<file path="config.mk">
export PLATFORM = sky130hd
export DESIGN_NAME = mem_access_unit_flat
export DESIGN_NICKNAME = d
export VERILOG_FILES = /design/src/rtl/mem_access_unit_if.sv /design/src/rtl/mem_access_unit.sv /design/src/flat_wrapper.sv
export SDC_FILE = /design/constraint.sdc
export NUM_CORES = 1
export LEC_CHECK = 0
export BUFFER_PORTS_ARGS = -buffer_cell sky130_fd_sc_hd__buf_2
export CORE_UTILIZATION = 54
export CTS_CLUSTER_SIZE = 14
export DETAILED_ROUTE_END_ITERATION = 8
export PLACE_DENSITY = 0.85
export SLEW_MARGIN = 20
export SYNTH_ARGS = -nofsm -noshare
export SYNTH_HDL_FRONTEND = slang
export SYNTH_SLANG_ARGS = --single-unit
</file>
<file path="constraint.sdc">
create_clock -name clock -period 8.69 [get_ports clock]
set_input_delay 2.607 -clock clock [delete_from_list [all_inputs] [get_ports clock]]
set_output_delay 2.607 -clock clock [all_outputs]
set_load 0.005 [all_outputs]
</file>
<file path="src/rtl/mem_access_unit_if.sv">
// Data-bus interface between the memory-access stage (master) and the data memory (slave).
interface mem_access_unit_if;
    localparam int unsigned DATA_W = 32;
    localparam int unsigned SEL_W  = 4;

    logic              bus_request;
    logic              bus_write_enable;
    logic [DATA_W-1:0] bus_address;
    logic [SEL_W-1:0]  bus_byte_select;
    logic [DATA_W-1:0] bus_write_data;
    logic [DATA_W-1:0] bus_read_data;
    logic              bus_acknowledge;

    modport master (
        output bus_request,
        output bus_write_enable,
        output bus_address,
        output bus_byte_select,
        output bus_write_data,
        input  bus_read_data,
        input  bus_acknowledge
    );

    modport slave (
        input  bus_request,
        input  bus_write_enable,
        input  bus_address,
        input  bus_byte_select,
        input  bus_write_data,
        output bus_read_data,
        output bus_acknowledge
    );
endinterface

</file>
<file path="src/rtl/mem_access_unit.sv">
// Memory-access stage of the pipelined MIPS core; also acts as the MEM/WB latch.
// Runs loads/stores over a request/acknowledge data bus and stalls upstream until done.
// Optional feature macro: MEM_ALIGN_CHECK_EN (misaligned half/word accesses raise
// address_error instead of going to the bus).
module mem_access_unit (
    input  logic        clock,
    input  logic        reset,
    input  logic        mem_register_write_enable,
    input  logic [4:0]  mem_register_write_address,
    input  logic [31:0] mem_register_write_data,
    input  logic [3:0]  mem_operation,
    input  logic [31:0] mem_store_data,
    mem_access_unit_if.master bus,
    output logic        stall_request,
    output logic        address_error,
    output logic        wb_register_write_enable,
    output logic [4:0]  wb_register_write_address,
    output logic [31:0] wb_register_write_data
);

    localparam int unsigned DATA_W = 32;
    localparam int unsigned REG_AW = 5;
    localparam int unsigned OP_W   = 4;
    localparam int unsigned SEL_W  = 4;

    localparam logic [OP_W-1:0] OP_NONE = 4'd0;
    localparam logic [OP_W-1:0] OP_LB   = 4'd1;
    localparam logic [OP_W-1:0] OP_LBU  = 4'd2;
    localparam logic [OP_W-1:0] OP_LH   = 4'd3;
    localparam logic [OP_W-1:0] OP_LHU  = 4'd4;
    localparam logic [OP_W-1:0] OP_LW   = 4'd5;
    localparam logic [OP_W-1:0] OP_SB   = 4'd6;
    localparam logic [OP_W-1:0] OP_SH   = 4'd7;
    localparam logic [OP_W-1:0] OP_SW   = 4'd8;

    localparam logic [1:0] SZ_BYTE = 2'd0;
    localparam logic [1:0] SZ_HALF = 2'd1;
    localparam logic [1:0] SZ_WORD = 2'd2;

    localparam logic [0:0] ST_IDLE     = 1'b0;
    localparam logic [0:0] ST_WAIT_ACK = 1'b1;

    logic [0:0]        state_q, state_d;
    logic              req_q, req_d;
    logic              bwe_q, bwe_d;
    logic [DATA_W-1:0] baddr_q, baddr_d;
    logic [SEL_W-1:0]  bsel_q, bsel_d;
    logic [DATA_W-1:0] bwdata_q, bwdata_d;
    logic [OP_W-1:0]   op_q, op_d;
    logic [1:0]        lane_q, lane_d;
    logic              aerr_q, aerr_d;
    logic              wbwe_q, wbwe_d;
    logic [REG_AW-1:0] wbaddr_q, wbaddr_d;
    logic [DATA_W-1:0] wbdata_q, wbdata_d;

    logic              is_load;
    logic              is_store;
    logic [1:0]        size;
    logic [1:0]        lane;
    logic              misaligned;
    logic [SEL_W-1:0]  sel_c;
    logic [DATA_W-1:0] wdata_c;

    assign lane = mem_register_write_data[1:0];

    // Select and extend the addressed lane(s) of a load response.
    function automatic logic [DATA_W-1:0] extract_load(
        input logic [OP_W-1:0]   op,
        input logic [1:0]        ln,
        input logic [DATA_W-1:0] rdata
    );
        logic [7:0]  b;
        logic [15:0] h;
        case (ln)
            2'd0:    b = rdata[7:0];
            2'd1:    b = rdata[15:8];
            2'd2:    b = rdata[23:16];
            default: b = rdata[31:24];
        endcase
        h = ln[1] ? rdata[31:16] : rdata[15:0];
        case (op)
            OP_LB:   extract_load = {{24{b[7]}}, b};
            OP_LBU:  extract_load = {24'h000000, b};
            OP_LH:   extract_load = {{16{h[15]}}, h};
            OP_LHU:  extract_load = {16'h0000, h};
            default: extract_load = rdata;
        endcase
    endfunction

    // Decode operation class and access size; 9-15 fall into NONE.
    always_comb begin
        is_load  = 1'b0;
        is_store = 1'b0;
        size     = SZ_WORD;
        case (mem_operation)
            OP_LB, OP_LBU: begin is_load  = 1'b1; size = SZ_BYTE; end
            OP_LH, OP_LHU: begin is_load  = 1'b1; size = SZ_HALF; end
            OP_LW:         begin is_load  = 1'b1; size = SZ_WORD; end
            OP_SB:         begin is_store = 1'b1; size = SZ_BYTE; end
            OP_SH:         begin is_store = 1'b1; size = SZ_HALF; end
            OP_SW:         begin is_store = 1'b1; size = SZ_WORD; end
            default:       begin is_load  = 1'b0; is_store = 1'b0; end
        endcase
    end

`ifdef MEM_ALIGN_CHECK_EN
    // Half accesses need addr[0]=0, word accesses need addr[1:0]=0.
    assign misaligned = (is_load || is_store) &&
                        (((size == SZ_HALF) && lane[0]) ||
                         ((size == SZ_WORD) && (lane != 2'b00)));
`else
    // Low address bits below the access size are simply ignored.
    assign misaligned = 1'b0;
`endif

    // Little-endian lane enables and replicated store data.
    always_comb begin
        sel_c   = 4'b1111;
        wdata_c = mem_store_data;
        case (size)
            SZ_BYTE: begin
                sel_c   = SEL_W'(4'b0001 << lane);
                wdata_c = {4{mem_store_data[7:0]}};
            end
            SZ_HALF: begin
                sel_c   = lane[1] ? 4'b1100 : 4'b0011;
                wdata_c = {2{mem_store_data[15:0]}};
            end
            default: begin
                sel_c   = 4'b1111;
                wdata_c = mem_store_data;
            end
        endcase
    end

    // Next-state, next-output and stall logic.
    always_comb begin
        state_d       = state_q;
        req_d         = req_q;
        bwe_d         = bwe_q;
        baddr_d       = baddr_q;
        bsel_d        = bsel_q;
        bwdata_d      = bwdata_q;
        op_d          = op_q;
        lane_d        = lane_q;
        aerr_d        = 1'b0;
        wbwe_d        = wbwe_q;
        wbaddr_d      = wbaddr_q;
        wbdata_d      = wbdata_q;
        stall_request = 1'b0;

        case (state_q)
            ST_IDLE: begin
                if (is_load || is_store) begin
                    if (misaligned) begin
                        aerr_d = 1'b1;
                        wbwe_d = 1'b0;
                    end else begin
                        stall_request = 1'b1;
                        state_d       = ST_WAIT_ACK;
                        req_d         = 1'b1;
                        bwe_d         = is_store;
                        baddr_d       = {mem_register_write_data[31:2], 2'b00};
                        bsel_d        = sel_c;
                        bwdata_d      = wdata_c;
                        op_d          = mem_operation;
                        lane_d        = lane;
                        wbwe_d        = 1'b0;
                    end
                end else begin
                    wbwe_d   = mem_register_write_enable;
                    wbaddr_d = mem_register_write_address;
                    wbdata_d = mem_register_write_data;
                end
            end
            ST_WAIT_ACK: begin
                wbwe_d = 1'b0;
                if (bus.bus_acknowledge) begin
                    state_d = ST_IDLE;
                    req_d   = 1'b0;
                    if ((op_q >= OP_LB) && (op_q <= OP_LW)) begin
                        wbwe_d   = 1'b1;
                        wbaddr_d = mem_register_write_address;
                        wbdata_d = extract_load(op_q, lane_q, bus.bus_read_data);
                    end
                end else begin
                    stall_request = 1'b1;
                end
            end
            default: begin
                state_d = ST_IDLE;
                req_d   = 1'b0;
            end
        endcase
    end

    // State and registered outputs; reset abandons any access in flight.
    always_ff @(posedge clock or negedge reset) begin
        if (!reset) begin
            state_q  <= ST_IDLE;
            req_q    <= 1'b0;
            bwe_q    <= 1'b0;
            baddr_q  <= '0;
            bsel_q   <= '0;
            bwdata_q <= '0;
            op_q     <= OP_NONE;
            lane_q   <= 2'b00;
            aerr_q   <= 1'b0;
            wbwe_q   <= 1'b0;
            wbaddr_q <= '0;
            wbdata_q <= '0;
        end else begin
            state_q  <= state_d;
            req_q    <= req_d;
            bwe_q    <= bwe_d;
            baddr_q  <= baddr_d;
            bsel_q   <= bsel_d;
            bwdata_q <= bwdata_d;
            op_q     <= op_d;
            lane_q   <= lane_d;
            aerr_q   <= aerr_d;
            wbwe_q   <= wbwe_d;
            wbaddr_q <= wbaddr_d;
            wbdata_q <= wbdata_d;
        end
    end

    assign bus.bus_request          = req_q;
    assign bus.bus_write_enable     = bwe_q;
    assign bus.bus_address          = baddr_q;
    assign bus.bus_byte_select      = bsel_q;
    assign bus.bus_write_data       = bwdata_q;
    assign address_error            = aerr_q;
    assign wb_register_write_enable = wbwe_q;
    assign wb_register_write_address = wbaddr_q;
    assign wb_register_write_data   = wbdata_q;

endmodule

</file>
<file path="src/flat_wrapper.sv">
// flat-port wrapper written by rule: the top's interface ports become plain ports
module mem_access_unit_flat 
  (clock, reset, mem_register_write_enable, mem_register_write_address, mem_register_write_data, mem_operation, mem_store_data, stall_request, address_error, wb_register_write_enable, wb_register_write_address, wb_register_write_data, bus_bus_request, bus_bus_write_enable, bus_bus_address, bus_bus_byte_select, bus_bus_write_data, bus_bus_read_data, bus_bus_acknowledge);
  mem_access_unit_if bus_i ();
  input  logic clock;
  input  logic reset;
  input  logic mem_register_write_enable;
  input  logic [4:0] mem_register_write_address;
  input  logic [31:0] mem_register_write_data;
  input  logic [3:0] mem_operation;
  input  logic [31:0] mem_store_data;
  output logic stall_request;
  output logic address_error;
  output logic wb_register_write_enable;
  output logic [4:0] wb_register_write_address;
  output logic [31:0] wb_register_write_data;
  output wire logic [$bits(bus_i.bus_request)-1:0] bus_bus_request;
  output wire logic [$bits(bus_i.bus_write_enable)-1:0] bus_bus_write_enable;
  output wire logic [$bits(bus_i.bus_address)-1:0] bus_bus_address;
  output wire logic [$bits(bus_i.bus_byte_select)-1:0] bus_bus_byte_select;
  output wire logic [$bits(bus_i.bus_write_data)-1:0] bus_bus_write_data;
  input wire logic [$bits(bus_i.bus_read_data)-1:0] bus_bus_read_data;
  input wire logic [$bits(bus_i.bus_acknowledge)-1:0] bus_bus_acknowledge;
  assign bus_bus_request = bus_i.bus_request;
  assign bus_bus_write_enable = bus_i.bus_write_enable;
  assign bus_bus_address = bus_i.bus_address;
  assign bus_bus_byte_select = bus_i.bus_byte_select;
  assign bus_bus_write_data = bus_i.bus_write_data;
  assign bus_i.bus_read_data = bus_bus_read_data;
  assign bus_i.bus_acknowledge = bus_bus_acknowledge;
  mem_access_unit u_core (.clock(clock), .reset(reset), .mem_register_write_enable(mem_register_write_enable), .mem_register_write_address(mem_register_write_address), .mem_register_write_data(mem_register_write_data), .mem_operation(mem_operation), .mem_store_data(mem_store_data), .bus(bus_i), .stall_request(stall_request), .address_error(address_error), .wb_register_write_enable(wb_register_write_enable), .wb_register_write_address(wb_register_write_address), .wb_register_write_data(wb_register_write_data));
endmodule
</file>
# After elaboration in Yosys (flattened, before gate mapping)
# Index checks and enable logic that the tools add are counted.
[totals] register_bits=113 latchBits=0 mem_bits_rw=0 romBits=0 inputBits=109 word_cells=72 memories=0
[classes] addsub=0 n_mul=0 div=0 n_lt_le_gt_ge=2 n_eq_ne=19 shifts=1 n_mux=27 bitwise=1 n_reduce_logical=11
[op_table] cell="32-bit one-hot mux with 2 select lines" count=2
[op_table] cell="32-bit one-hot mux with 4 select lines" count=1
[op_table] cell="32-bit 2-to-1 mux" count=3
[op_table] cell="8-bit one-hot mux with 3 select lines" count=1
[op_table] cell="4-bit by 3-bit == test with 1-bit output, second input constant" count=5
[op_table] cell="4-bit by 2-bit == test with 1-bit output, second input constant" count=4
[op_table] cell="16-bit 2-to-1 mux" count=1
[op_table] cell="5-bit 2-to-1 mux" count=3
[op_table] cell="5-bit one-hot mux with 2 select lines" count=1
[op_table] cell="1-bit 2-to-1 mux" count=9
[op_table] cell="3-bit OR reduction" count=3
[op_table] cell="4-bit by 1-bit == test with 1-bit output, second input constant" count=2
[op_table] cell="4-bit one-hot mux with 2 select lines" count=1
[op_table] cell="2-bit inequality test, second input constant" count=3
[op_table] cell="1-bit one-hot mux with 2 select lines" count=3
[op_table] cell="5-bit OR reduction" count=1
[op_table] cell="2-bit by 1-bit == test with 1-bit output, second input constant" count=2
[op_table] cell="4-bit == test, second input constant" count=1
[op_table] cell="4-bit by 1-bit >= comparator with 1-bit output, second input constant" count=1
[op_table] cell="4-bit by 3-bit less-or-equal comparator with 1-bit output, second input constant" count=1
[op_table] cell="2-bit logical NOT" count=2
[op_table] cell="4-bit 2-to-1 mux" count=1
[op_table] cell="2-bit one-hot mux with 2 select lines" count=1
[op_table] cell="2-bit AND reduction" count=2
[op_table] cell="7 further kinds" count=7

# Depth between registers and ports, before layout
[logic_depth] depth_word=6 ltp_mapped=9 ltp_nobuf=4

# Least setup slack after synthesis
# No wires, ideal clock.
[synth_timing] path_type="input -> output" startpoint="input mem_operation[0]" endpoint="output stall_request" arrival_time_ns=3.946 required_ns=6.083 path_slack_ns=2.137 stages=6 path_buffers=3 path_cell_list="buf_2 > or4_1 > buf_2 > a21oi_4 > buf_2 > a21oi_1"
[synth_between] elab_chain_len=6 word_cells_on_any_way=15 cone_classes="eq/ne: 8; mux: 4; reduce/logical: 3"
[synth_lines] element="start, declared" line="flat_wrapper.sv:10" rtl="input logic [3:0] mem_operation;"
[synth_lines] element="4-bit by 3-bit == test with 1-bit output (tied with other cells)" line="mem_access_unit.sv:95" rtl="case (mem_operation)"
[synth_lines] element="5-bit OR reduction (no line) or 3-bit OR reduction (tied branches)"
[synth_lines] element="1-bit 2-to-1 mux" line="mem_access_unit.sv:95"
[synth_lines] element="1-bit logical OR *" line="mem_access_unit.sv:154" rtl="if (is_load || is_store) begin"
[synth_lines] element="1-bit 2-to-1 mux *" line="mem_access_unit.sv:154"
[synth_lines] element="1-bit one-hot mux with 2 select lines *" line="mem_access_unit.sv:152" rtl="case (state_q)"
[synth_lines] element="end, declared" line="flat_wrapper.sv:12" rtl="output logic stall_request;"
# Every way passes the cells marked *; elsewhere a longest branch is shown, timed or not.

# Worst setup path after layout
[layout_timing] startpoint="input mem_operation[1]" endpoint="output stall_request"
# The elaborated chain is that of the path after synthesis.

==> impl_summary.md <==
Status
The flow ran to the end, and the final reports show no timing, DRC or antenna violations.

Logic synthesis
The synthesized design contains 0 enable-type register cells. The cell count after synthesis came out at 646. A synthesized cell averages 9.14 um^2. After synthesis, the share of flip-flops with an asynchronous set or reset is 1.00. After synthesis the cells add up to 5900 um^2. Yosys printed 0 warnings. For this run, the leading register cell type out of synthesis is sky130_fd_sc_hd__dfrtp_1. The number of distinct standard cells referenced by the synthesized netlist is 52.

The synthesized design contains 113 register bits. The portion of the post-synthesis area used by sequential elements is 0.479.

Drt
The first-pass detailed-route iteration total is 6. The total via count in the routed design is 5876. The total length of routed wires is 18800 um.

The first-iteration detailed-routing DRC count is 594. The residual antenna-violating net count after detailed routing is 0. After detailed routing, the average wire length per cell comes to 19.2 um. Using the TritonRoute via totals, the vias-per-cell ratio works out to 6.01. The number of remaining DRC errors is 0.

Critical path
At the worst endpoint, the arrival time is 4310 ps. STA classifies the critical path endpoint as an output pin. The most common cell type on the critical path is sky130_fd_sc_hd__buf_2. STA classifies the critical path startpoint as an input pin. STA puts the critical path data required time at 6080 ps. In this run the worst setup path begins at mem_operation[1]. The delay of the slowest cell on the worst path is 650 ps. The count of buffering cells on the critical path with inverters included is 2. The setup path with the least slack is of type in -> out. The cell type of the slowest stage on the worst timing path is sky130_fd_sc_hd__or4_1. The start of the worst register-to-register path is u_core.state_q. The critical path goes through buf_2 -> or4_1 -> a21oi_4 -> a21oi_1 -> buf_2. The kind of cell with the highest combined delay along the critical path is compound AO/OA/AOI/OAI gates. The largest driver fanout on the critical path is 19.

Place
In this run, placement finished with an instance count of 945. The final estimated routing congestion in global placement is 0.886. The count of buffers added on input and output ports is 215. Before CTS, the worst setup slack after placement is 1800 ps. The HPWL after detailed placement is 13100 um. The instance area after placement is 6920 um^2.

Floorplan
The floorplan die area is 11400 um^2. The core area is 10500 um^2. The row count is 37. The die is 107 um tall. The effective utilization at floorplan is 0.564. In this run the count of I/O pins placed on the die edge is 219. From left edge to right edge, the die measures 107 um.

Global routing
The first global-routing pass estimated 29300 um of wire. The number of global-route vias before repair is 5681. The largest net degree at the start of global routing is 83. The initial antenna violation count is 0. In the global route stage, overall resource usage came out at 0.340. For this run the aggregate overflow at the end of global routing stands at 0.

Finish
The core occupancy in the finished layout is 0.720. The top cell types in the final layout, fill and taps aside, are sky130_fd_sc_hd__buf_2, sky130_fd_sc_hd__nand2_1, sky130_fd_sc_hd__dfrtp_1. For this run, the number of standard cells in the final layout without fillers is 978. The share of final-layout standard cells stronger than drive strength 1 is 0.329. The number of inserted diodes is 0. The post-layout instance area is 7540 um^2.

The area growth from synthesis to layout is 27.7%. The library cell used most frequently in the layout, excluding fill and tap cells, is sky130_fd_sc_hd__buf_2. The final-stage net count is 938.

Clocking
Clock-pin slew was measured on the worst setup and hold paths at 50 ps. Clock latency on the worst-skew pair, taken at its later pin, is 520 ps. Post-CTS repair changed the size of 0 cells. The CTS buffer count is 17. The cell chosen for the clock root is sky130_fd_sc_hd__clkbuf_8. The CTS tree is built. The number of buffers inserted by hold repair at cts is 0. The clock passes through at most 2 buffers. The count of clock tree sinks is 113. The H-tree was split into 4 levels.

Once the clock tree was built, the setup fixing pass inserted 0 buffers.

STA
Dividing the final minimum period by the clock period gives 0.796. The highest achievable clock rate is 145 MHz. The final setup skew is 9.99 ps. Setup slack on the critical path of the routed design comes to 1770 ps. The setup total negative slack is 0 ps. The final period demand of the worst path is 6920 ps.

Setup violations remaining at the end of the flow were counted as 0. The final count of hold timing violations was 0. The number of pins exceeding their max-slew limit in the final report came to 0. Setup repair after global routing left no endpoint under its margin. The final worst hold slack is 468 ps. The transition time at the pin with the least slew margin is 1070 ps.

The worst slew margin relative to its limit is 0.282.

Hold path
The worst hold path belongs to the class reg -> reg. The worst hold path begins at u_core.bus.bus_address[17].

Power
The post-layout total power is 2.31 mW. The largest voltage drop on the vdd net is 0.156 mV. Dividing total power by cell area gives a power density of 306 nW/um^2. In this run the static leakage power is 3.73 nW.

Job
The tool flagged a number of max-cap violations equal to 0.
==> registers in the layout (all words and copies together), names as in the netlist <==
register and cells:
u_core.bus.bus_byte_select 4, u_core.bus.bus_request 1, u_core.bus.bus_write_enable 1, u_core.wb_register_write_data 32, u_core.state_q 1, u_core.bus.bus_address 30
u_core.bus.bus_write_data 32, u_core.lane_q 2, u_core.wb_register_write_enable 1, u_core.op_q 4, u_core.wb_register_write_address 5
==> where the power goes <==
part | switching [mW] | total, mW | internal [mW] | leakage, nW
logic | 0.439 | 0.771 | 0.331 | 2.09
registers | 0.117 | 0.823 | 0.706 | 1.36
clock network | 0.241 | 0.712 | 0.472 | 0.289
total | 0.797 | 2.31 | 1.51 | 3.73
==> cell families after synthesis <==
| logic type | synth area share |
|---|---|
| AO/OA/AOI/OAI | 0.179 |
| buffers and inverters | 0.0538 |
| XOR/XNOR | 0.00148 |
| flip-flops | 0.479 |
| multiplexers | 0.0774 |
| other | 0.000635 |
| AND/OR/NAND/NOR | 0.209 |
==> metal layers <==
layer | part of all wire | GRT usage
met3 | 0.093 | 0.0932
met1 | 0.40 | 0.435
met5 | 0 | 0
met2 | 0.48 | 0.545
met4 | 0.029 | 0.142
==> Yosys cell counts, drive strengths merged (3+ instances only) <==
cell type,instances,area share
nand2,170,0.11
dfrtp,113,0.48
nand3,41,0.035
nor2,38,0.025
clkbuf,30,0.019
buf,29,0.029
a31oi,25,0.026
mux2i,22,0.037
a21oi,20,0.021
o21ai,17,0.014
o31ai,17,0.022
a221oi,16,0.024
nor3,12,0.010
and3,9,0.0095
inv,9,0.0057
a22oi,8,0.010
mux4,8,0.031
o221ai,8,0.012
o211ai,7,0.0089
o311ai,7,0.010
mux2,5,0.0095
a211oi,3,0.0047
nand2b,3,0.0032
or3b,3,0.0045
==> tightest hold or removal path: stages (launching register included) <==
cell	delay (ps)
sky130_fd_sc_hd__dfrtp_1	330
sky130_fd_sc_hd__nand2_1	50
sky130_fd_sc_hd__nand2_1	60
==> area by class of cell <==
| type | count | area [um^2] |
|---|---|---|
| multi-input combinational | 467 | 2770 |
| clock inverter | 10 | 159 |
| timing repair buffer | 221 | 1130 |
| sequential | 113 | 2830 |
| inverter | 9 | 33.8 |
| clock buffer | 22 | 443 |
| tap | 136 | 170 |
| fill | 829 | 2930 |
==> final timing paths <==
check | cells after the start | slack (ps) | end
min in group asynchronous | 1 | 2010 | u_core.bus.bus_address[30]
max | 5 | 1770 | stall_request
max reg2reg | 5 | 5620 | u_core.op_q[2]
min | 2 | 470 | u_core.bus.bus_address[17]
min reg2reg | 2 | 470 | u_core.bus.bus_address[17]
max in group asynchronous | 2 | 5560 | u_core.wb_register_write_data[8]
(Power assumes the default switching activity.)
